`src/rtl/axi_filter_err_slv.sv`:
```
// AXI error slave: answers rejected AW/AR with DECERR, drains W beats, returns len+1 R beats.
// Optional macro AXI_FILTER_ERR_SLV_PATTERN_EN fills R data with 32'hBADCAB1E instead of zeros.
module axi_filter_err_slv #(
    parameter int unsigned AXI_DATA_WIDTH = 64,
    parameter int unsigned AXI_ID_WIDTH   = 7,
    parameter int unsigned AXI_USER_WIDTH = 4
) (
    input  logic                      i_clk,
    input  logic                      i_rst_n,
    input  logic                      err_aw_valid_i,
    input  logic [AXI_ID_WIDTH-1:0]   err_aw_id_i,
    input  logic [AXI_USER_WIDTH-1:0] err_aw_user_i,
    output logic                      err_aw_ready_o,
    input  logic                      w_valid_i,
    input  logic                      w_last_i,
    output logic                      w_ready_o,
    output logic                      b_valid_o,
    output logic [1:0]                b_resp_o,
    output logic [AXI_ID_WIDTH-1:0]   b_id_o,
    output logic [AXI_USER_WIDTH-1:0] b_user_o,
    input  logic                      b_ready_i,
    input  logic                      err_ar_valid_i,
    input  logic [AXI_ID_WIDTH-1:0]   err_ar_id_i,
    input  logic [7:0]                err_ar_len_i,
    input  logic [AXI_USER_WIDTH-1:0] err_ar_user_i,
    output logic                      err_ar_ready_o,
    output logic                      r_valid_o,
    output logic [AXI_DATA_WIDTH-1:0] r_data_o,
    output logic [1:0]                r_resp_o,
    output logic                      r_last_o,
    output logic [AXI_ID_WIDTH-1:0]   r_id_o,
    output logic [AXI_USER_WIDTH-1:0] r_user_o,
    input  logic                      r_ready_i
);

    localparam logic [1:0] W_IDLE  = 2'd0;
    localparam logic [1:0] W_DRAIN = 2'd1;
    localparam logic [1:0] W_RESP  = 2'd2;
    localparam logic [0:0] R_IDLE  = 1'b0;
    localparam logic [0:0] R_BURST = 1'b1;

    localparam logic [1:0] RESP_DECERR = 2'b11;

`ifdef AXI_FILTER_ERR_SLV_PATTERN_EN
    localparam int unsigned PAT_REPS = (AXI_DATA_WIDTH + 31) / 32;
    localparam logic [PAT_REPS*32-1:0] PAT_FULL = {PAT_REPS{32'hBADCAB1E}};
`endif

    logic                      live;
    logic [1:0]                w_state;
    logic [0:0]                r_state;
    logic [7:0]                beat_cnt;
    logic [AXI_ID_WIDTH-1:0]   aw_id_q;
    logic [AXI_USER_WIDTH-1:0] aw_user_q;
    logic [AXI_ID_WIDTH-1:0]   ar_id_q;
    logic [AXI_USER_WIDTH-1:0] ar_user_q;

    // Holds the address readies low while in reset; they rise on the first edge after release.
    always_ff @(posedge i_clk or negedge i_rst_n) begin
        if (!i_rst_n) live <= 1'b0;
        else          live <= 1'b1;
    end

    assign err_aw_ready_o = live && (w_state == W_IDLE);
    assign w_ready_o      = (w_state == W_DRAIN);
    assign b_valid_o      = (w_state == W_RESP);
    assign b_resp_o       = b_valid_o ? RESP_DECERR : 2'b00;
    assign b_id_o         = aw_id_q;
    assign b_user_o       = aw_user_q;

    always_ff @(posedge i_clk or negedge i_rst_n) begin
        if (!i_rst_n) begin
            w_state   <= W_IDLE;
            aw_id_q   <= '0;
            aw_user_q <= '0;
        end else begin
            case (w_state)
                W_IDLE: begin
                    if (err_aw_valid_i && err_aw_ready_o) begin
                        aw_id_q   <= err_aw_id_i;
                        aw_user_q <= err_aw_user_i;
                        w_state   <= W_DRAIN;
                    end
                end
                W_DRAIN: begin
                    if (w_valid_i && w_last_i) w_state <= W_RESP;
                end
                W_RESP: begin
                    if (b_ready_i) w_state <= W_IDLE;
                end
                default: w_state <= W_IDLE;
            endcase
        end
    end

    assign err_ar_ready_o = live && (r_state == R_IDLE);
    assign r_valid_o      = (r_state == R_BURST);
    assign r_resp_o       = r_valid_o ? RESP_DECERR : 2'b00;
    assign r_last_o       = r_valid_o && (beat_cnt == 8'd0);
    assign r_id_o         = ar_id_q;
    assign r_user_o       = ar_user_q;

`ifdef AXI_FILTER_ERR_SLV_PATTERN_EN
    assign r_data_o = r_valid_o ? PAT_FULL[AXI_DATA_WIDTH-1:0] : '0;
`else
    assign r_data_o = '0;
`endif

    // Counter holds beats remaining after the current one; last beat leaves it at zero.
    always_ff @(posedge i_clk or negedge i_rst_n) begin
        if (!i_rst_n) begin
            r_state   <= R_IDLE;
            beat_cnt  <= '0;
            ar_id_q   <= '0;
            ar_user_q <= '0;
        end else begin
            case (r_state)
                R_IDLE: begin
                    if (err_ar_valid_i && err_ar_ready_o) begin
                        ar_id_q   <= err_ar_id_i;
                        ar_user_q <= err_ar_user_i;
                        beat_cnt  <= err_ar_len_i;
                        r_state   <= R_BURST;
                    end
                end
                R_BURST: begin
                    if (r_ready_i) begin
                        if (beat_cnt == 8'd0) r_state  <= R_IDLE;
                        else                  beat_cnt <= beat_cnt - 8'd1;
                    end
                end
                default: r_state <= R_IDLE;
            endcase
        end
    end

endmodule

```
`config.mk`:
```
export PLATFORM = sky130hd
export DESIGN_NAME = axi_filter_err_slv
export DESIGN_NICKNAME = d
export VERILOG_FILES = /design/src/rtl/axi_filter_err_slv.sv
export SDC_FILE = /design/constraint.sdc
export NUM_CORES = 1
export LEC_CHECK = 0
export BUFFER_PORTS_ARGS = -buffer_cell sky130_fd_sc_hd__buf_4
export CORE_ASPECT_RATIO = 0.9
export CORE_MARGIN = 3
export CORE_UTILIZATION = 28
export CTS_BUF_LIST = sky130_fd_sc_hd__clkbuf_16
export CTS_CLUSTER_DIAMETER = 40
export DETAILED_ROUTE_END_ITERATION = 8
export SYNTH_ARGS = -nofsm -noshare
export SYNTH_HDL_FRONTEND = slang
export SYNTH_SLANG_ARGS = --single-unit
```
`constraint.sdc`:
```
create_clock -name i_clk -period 3.7 [get_ports i_clk]
set_clock_uncertainty 0.05 [all_clocks]
set_input_delay 0 -clock i_clk [delete_from_list [all_inputs] [get_ports i_clk]]
set_output_delay 0 -clock i_clk [all_outputs]
set_load 0.02 [all_outputs]
```
# ---- After elaboration in Yosys (flattened, before gate mapping)
# Cells that the tools add are included.
dict set report word_totals {
  register_bits 34
  inputBits 38
  out_inout_bits 96
}
dict set report classes {
  n_addsub 1
  n_eq_ne 8
  mux 14
  n_bitwise 1
  n_reduce_logical 12
}
# cell count
set op_table {}
lappend op_table {{$mux W8} 3}
lappend op_table {{$pmux W8 S2} 1}
lappend op_table {{$mux W2} 5}
lappend op_table {{$logic_not A8 Y1} 1}
lappend op_table {{$ne A2 B1 Y1 const B} 4}
lappend op_table {{$sub A8 B1 Y8 const B} 1}
lappend op_table {{$logic_and A1 B1 Y1} 6}
lappend op_table {{$pmux W2 S3} 1}
lappend op_table {{$reduce_and A3 Y1} 2}
lappend op_table {{$ne A2 B2 Y1 const B} 2}
lappend op_table {{$reduce_and A2 Y1} 2}
lappend op_table {{$mux W1} 3}
lappend op_table {{$eq A2 B1 Y1 const B} 1}
lappend op_table {{$eq A2 B2 Y1 const B} 1}
lappend op_table {{$logic_not A2 Y1} 1}
lappend op_table {{$pmux W1 S2} 1}
lappend op_table {{$not A1 Y1} 1}

# ---- Depth between registers and ports, before layout
dict set report depth {
  ltp_word 5
  mapped_depth 6
}

# ---- Least setup slack after synthesis
# No wires, ideal clock.
dict set report synth_path {
  path_kind {register to register}
  from {reg w_state[0]}
  to {reg aw_id_q[0], in the netlist b_id_o[0]}
  setup_time_ns 0.128
  t_arrival_ns 1.471
  required_ns 3.522
  slack_ns 2.052
  stages_incl_launch_ff 5
  n_path_buf 1
  period_less_slack_ns 1.648
  path_cell_list {dfrtp_1 > nor3b_2 > and2_1 > buf_4 > mux2_1}
}
dict set report synth_between {
  elab_chain_len 4
}
# element line
set synth_rtl {}
lappend synth_rtl {{start, declared} 50} ;# logic [1:0] w_state;
lappend synth_rtl {{start signal, assigned} 73} ;# w_state <= W_IDLE;
lappend synth_rtl {{start signal, assigned} 82} ;# w_state <= W_DRAIN;
lappend synth_rtl {{start signal, assigned} 86} ;# if (w_valid_i && w_last_i) w_state <= W_RESP;
lappend synth_rtl {{$logic_not A2 Y1} 64} ;# assign err_aw_ready_o = live && (w_state == W_IDLE);
lappend synth_rtl {{$logic_and A1 B1 Y1} 64}
lappend synth_rtl {{via err_aw_ready_o} 13} ;# output logic err_aw_ready_o,
lappend synth_rtl {{$logic_and A1 B1 Y1} 79} ;# if (err_aw_valid_i && err_aw_ready_o) begin
lappend synth_rtl {{$reduce_and A2 Y1 (no source line)} --}
lappend synth_rtl {{end signal, assigned} 80} ;# aw_id_q <= err_aw_id_i;
lappend synth_rtl {{end, declared} 53} ;# logic [AXI_ID_WIDTH-1:0] aw_id_q;
# The timed path passes the listed nets, and every way through them passes these cells.
# A chain may end at the register's enable or synchronous reset.

# ---- Worst setup path after layout
dict set report layout_path {
  from {reg r_state, in the netlist r_valid_o}
  to {reg beat_cnt[2]}
}
dict set report layout_between {
  elab_chain_len 5
}
# element line
set layout_rtl {}
lappend layout_rtl {{start, declared} 51} ;# logic [0:0] r_state;
lappend layout_rtl {{start signal, assigned} 112} ;# r_state <= R_IDLE;
lappend layout_rtl {{start signal, assigned} 123} ;# r_state <= R_BURST;
lappend layout_rtl {{start signal, assigned} 128} ;# if (beat_cnt == 8'd0) r_state <= R_IDLE;
lappend layout_rtl {{$not A1 Y1 (no source line)} --}
lappend layout_rtl {{$logic_and A1 B1 Y1} 96} ;# assign err_ar_ready_o = live && (r_state == R_IDLE);
lappend layout_rtl {{$logic_and A1 B1 Y1} 119} ;# if (err_ar_valid_i && err_ar_ready_o) begin
lappend layout_rtl {{$ne A2 B1 Y1 (no source line)} --}
lappend layout_rtl {{$reduce_and A3 Y1 (no source line)} --}
lappend layout_rtl {{end signal, assigned} 122} ;# beat_cnt <= err_ar_len_i;
lappend layout_rtl {{end signal, assigned} 129} ;# else beat_cnt <= beat_cnt - 8'd1;
lappend layout_rtl {{end, declared} 52} ;# logic [7:0] beat_cnt;
# Parallel ways exist; a longest one is shown, timed or not.

==> run metrics <==
outcome=complete, no violations; maximum number of pins on one net before global-route repair=35; horizontal die dimension=97.1 um; summed area of non-filler cells in the final layout=2910 um2; number of CTS-inserted buffers=5; fin nets=350; core utilization of the finished layout=40.7%; Final min period=1.85 ns; type of the worst setup path=reg2reg; critical path data required time=3.84 ns; critical path arrival=1.99 ns; number of optimization iterations in the first detailed-route pass=4; routability congestion estimate from global placement=0.732; number of synthesized register bits=34; number of I/O port buffers=69; CP endpoint kind=flip-flop; share of cells above drive strength 1=28.0%; clock network latency to the later pin of the worst-skew pair=0.27 ns; via count of the first global-routing pass=1,512; number of flops mapped to enable cells by yosys=0; Placement Cell Area=2420 um2; fraction of registers with async set/reset=100%; global-route wire length before repair=7.00 mm; Die ar.=8550 um2; Site Rows=29; master cell of the clock root buffer=sky130_fd_sc_hd__clkbuf_16; Clock Pin Slew Worst Setup and Hold Paths=0.05 ns; min-delay worst type=in2reg; CP Launch Type=flip-flop; final total negative setup slack=0 ns; Worst Setup SP=r_valid_o; vias=1,603; total count of max-transition violations in the final report=0; warnings from Yosys=0; reported max-cap violation count=0; crit path cell chain=nor2b_2 > and2_1 > a211oi_1 > a21oi_1; number of unique standard cell types used by synthesis=40; growth of design area from synthesis to finish=39.2%; via density per instance=3.97; Sink Count=34; cell with the largest stage delay on the worst path=sky130_fd_sc_hd__and2_1; initial standard-cell utilization of the core=29.3%; top-level I/O count=134; number of buffers on the longest clock path=2; number of fillers in the final layout=686; number of antenna violations at the first check in global routing=0; cell family with the largest share of critical-path delay=simple AND/OR/NAND/NOR gates; Worst Max-Slew Pin Slew=0.711 ns; share of synthesized area occupied by flip-flops and latches=40.7%; antenna-violating nets left=0; cell area after technology mapping=2090 um2; most used flip-flop cell after synthesis=sky130_fd_sc_hd__dfrtp_1; Final Hold Viols=0; Pleak=1.50 nW; number of H-tree levels=2; Antenna diodes=0; maximum net fanout on the critical path=18; power per cell area=727 nW/um2; Post-route DRC=0; Slew Limit Headroom=52.6%; Max Clock Freq=540 MHz; most common cell after layout, fill and taps aside=sky130_fd_sc_hd__buf_4; total global routing track utilization=10.2%; vertical extent of the die=88 um; overall overflow remaining after global route=0; synthesized instance count=214; DR WL/cell=11.5 um; total routed wirelength=4.63 mm; launch instance of the worst register-to-register path=r_valid_o; standard cell core area=7150 um2; post-synthesis average cell area=9.78 um2; buffer count from post-CTS setup fixing=0; Post-DP HPWL=3.20 mm; highest-count cells in the layout ignoring fill and taps=69 x sky130_fd_sc_hd__buf_4, 65 x sky130_fd_sc_hd__conb_1, 38 x sky130_fd_sc_hd__nand2_1; final count of negative-setup-slack endpoints=0; crit-path max cell delay=0.61 ns; final period utilization=50.0%; count of routing violations after the opening detailed-route iteration=59; count of buffering cells on the critical path with inverters included=0; clock tree from TritonCTS=yes; min-delay src=r_ready_i; RSZ-0062 raised after global routing=no; post-cts repair resize count=0; Peak supply drop=0.293 mV
[state kept, by name, indices dropped and copies added, names as in the netlist]
name	count
r_id_o	7
r_user_o	4
b_user_o	4
beat_cnt	8
b_id_o	7
r_valid_o	1
w_state	2
live	1
[per-layer routing]
metal	vias up	wire length, um	share of wire [%]	track usage, %
li1	765	-	-	-
met1	755	1760	38	10.9
met2	75	2450	53	19.0
met3	8	297	6.4	2.23
met4	0	116	2.5	5.48
met5	-	0	0	0
[where the power goes]
part           internal (W)  total, W  leakage [nW]  switching [W]
combinational      0.000396  0.000902         0.997       0.000506
sequential         0.000540  0.000685         0.409       0.000145
clock              0.000383  0.000531        0.0915       0.000148
total               0.00132   0.00212          1.50       0.000799
[worst paths after layout]
| check | to | slack, ns | cells past startpoint |
|---|---|---|---|
| min in group asynchronous | r_user_o[1] | 0.18 | 2 |
| hold reg to reg | r_id_o[0] | 0.43 | 2 |
| setup reg to reg | beat_cnt[2] | 1.85 | 4 |
| hold / removal | r_valid_o | 0.01 | 3 |
| setup / recovery | beat_cnt[2] | 1.85 | 4 |
| max in group asynchronous | w_state[1] | 3.09 | 2 |
[cells in the mapped netlist (3+ instances only)]
library cell	count	area (um2)
sky130_fd_sc_hd__buf_4	69	518
sky130_fd_sc_hd__nor2b_1	3	18.8
sky130_fd_sc_hd__mux2_1	9	101
sky130_fd_sc_hd__and2_1	3	18.8
sky130_fd_sc_hd__nor2_1	4	15.0
sky130_fd_sc_hd__dfrtp_1	34	851
sky130_fd_sc_hd__a21oi_1	5	25.0
sky130_fd_sc_hd__o21ai_0	3	15.0
sky130_fd_sc_hd__mux2i_1	3	30.0
sky130_fd_sc_hd__inv_1	4	15.0
sky130_fd_sc_hd__nand2_1	38	143
sky130_fd_sc_hd__nor3_1	3	15.0
[stage by stage]
| stage | hold WS (ns) | total power (W) | worst slack [ns] | instances |
|---|---|---|---|---|
| 2_1_floorplan | -0.346 | 0.00129 | 2.05 | 277 |
| 3_3_place_gp | -0.0652 | 0.00156 | 1.94 | 366 |
| 3_5_place_dp | -0.0590 | 0.00157 | 1.86 | 366 |
| 4_1_cts | 0.00413 | 0.00214 | 1.84 | 404 |
| 5_1_grt | 0.0201 | 0.00226 | 1.71 | 404 |
| 6_report | 0.0101 | 0.00212 | 1.85 | 404 |
[repair_timing]
item | CTS | global route
hold endpoints to repair | 62 | 0
hold buffers | 30 | 0
endpoints found under the setup margin | 0 | 0
[worst register-to-register path, cell delays in order (launching register included)]
cell	delay [ns]
sky130_fd_sc_hd__dfrtp_1	0.58
sky130_fd_sc_hd__nor2b_2	0.25
sky130_fd_sc_hd__and2_1	0.61
sky130_fd_sc_hd__a211oi_1	0.11
sky130_fd_sc_hd__a21oi_1	0.16
[final cells by class]
| class | count | area [um2] | area share [%] |
|---|---|---|---|
| multi-input cells | 166 | 923 | 31.7 |
| flip-flops and latches | 34 | 851 | 29.2 |
| repair buffers | 99 | 818 | 28.1 |
| clock buffers | 5 | 125 | 4.30 |
| well taps | 93 | 116 | 3.99 |
| clock inverters | 3 | 63.8 | 2.19 |
| inverters | 4 | 15.0 | 0.515 |
[cells by family (layout without fill, tap and decap cells)]
| logic type | after synthesis | in the layout | synth area share [%] |
|---|---|---|---|
| buffers and inverters | 77 | 111 | 26.5 |
| and+or+nand+nor | 65 | 65 | 16.3 |
| DFF | 34 | 34 | 40.7 |
| AOI/OAI and AO/OA | 20 | 20 | 7.66 |
| muxes | 14 | 14 | 7.36 |
| adders and majority gates | 2 | 2 | 1.20 |
| other | 2 | 65 | 0.359 |
Power figures use the tool's default switching activity.
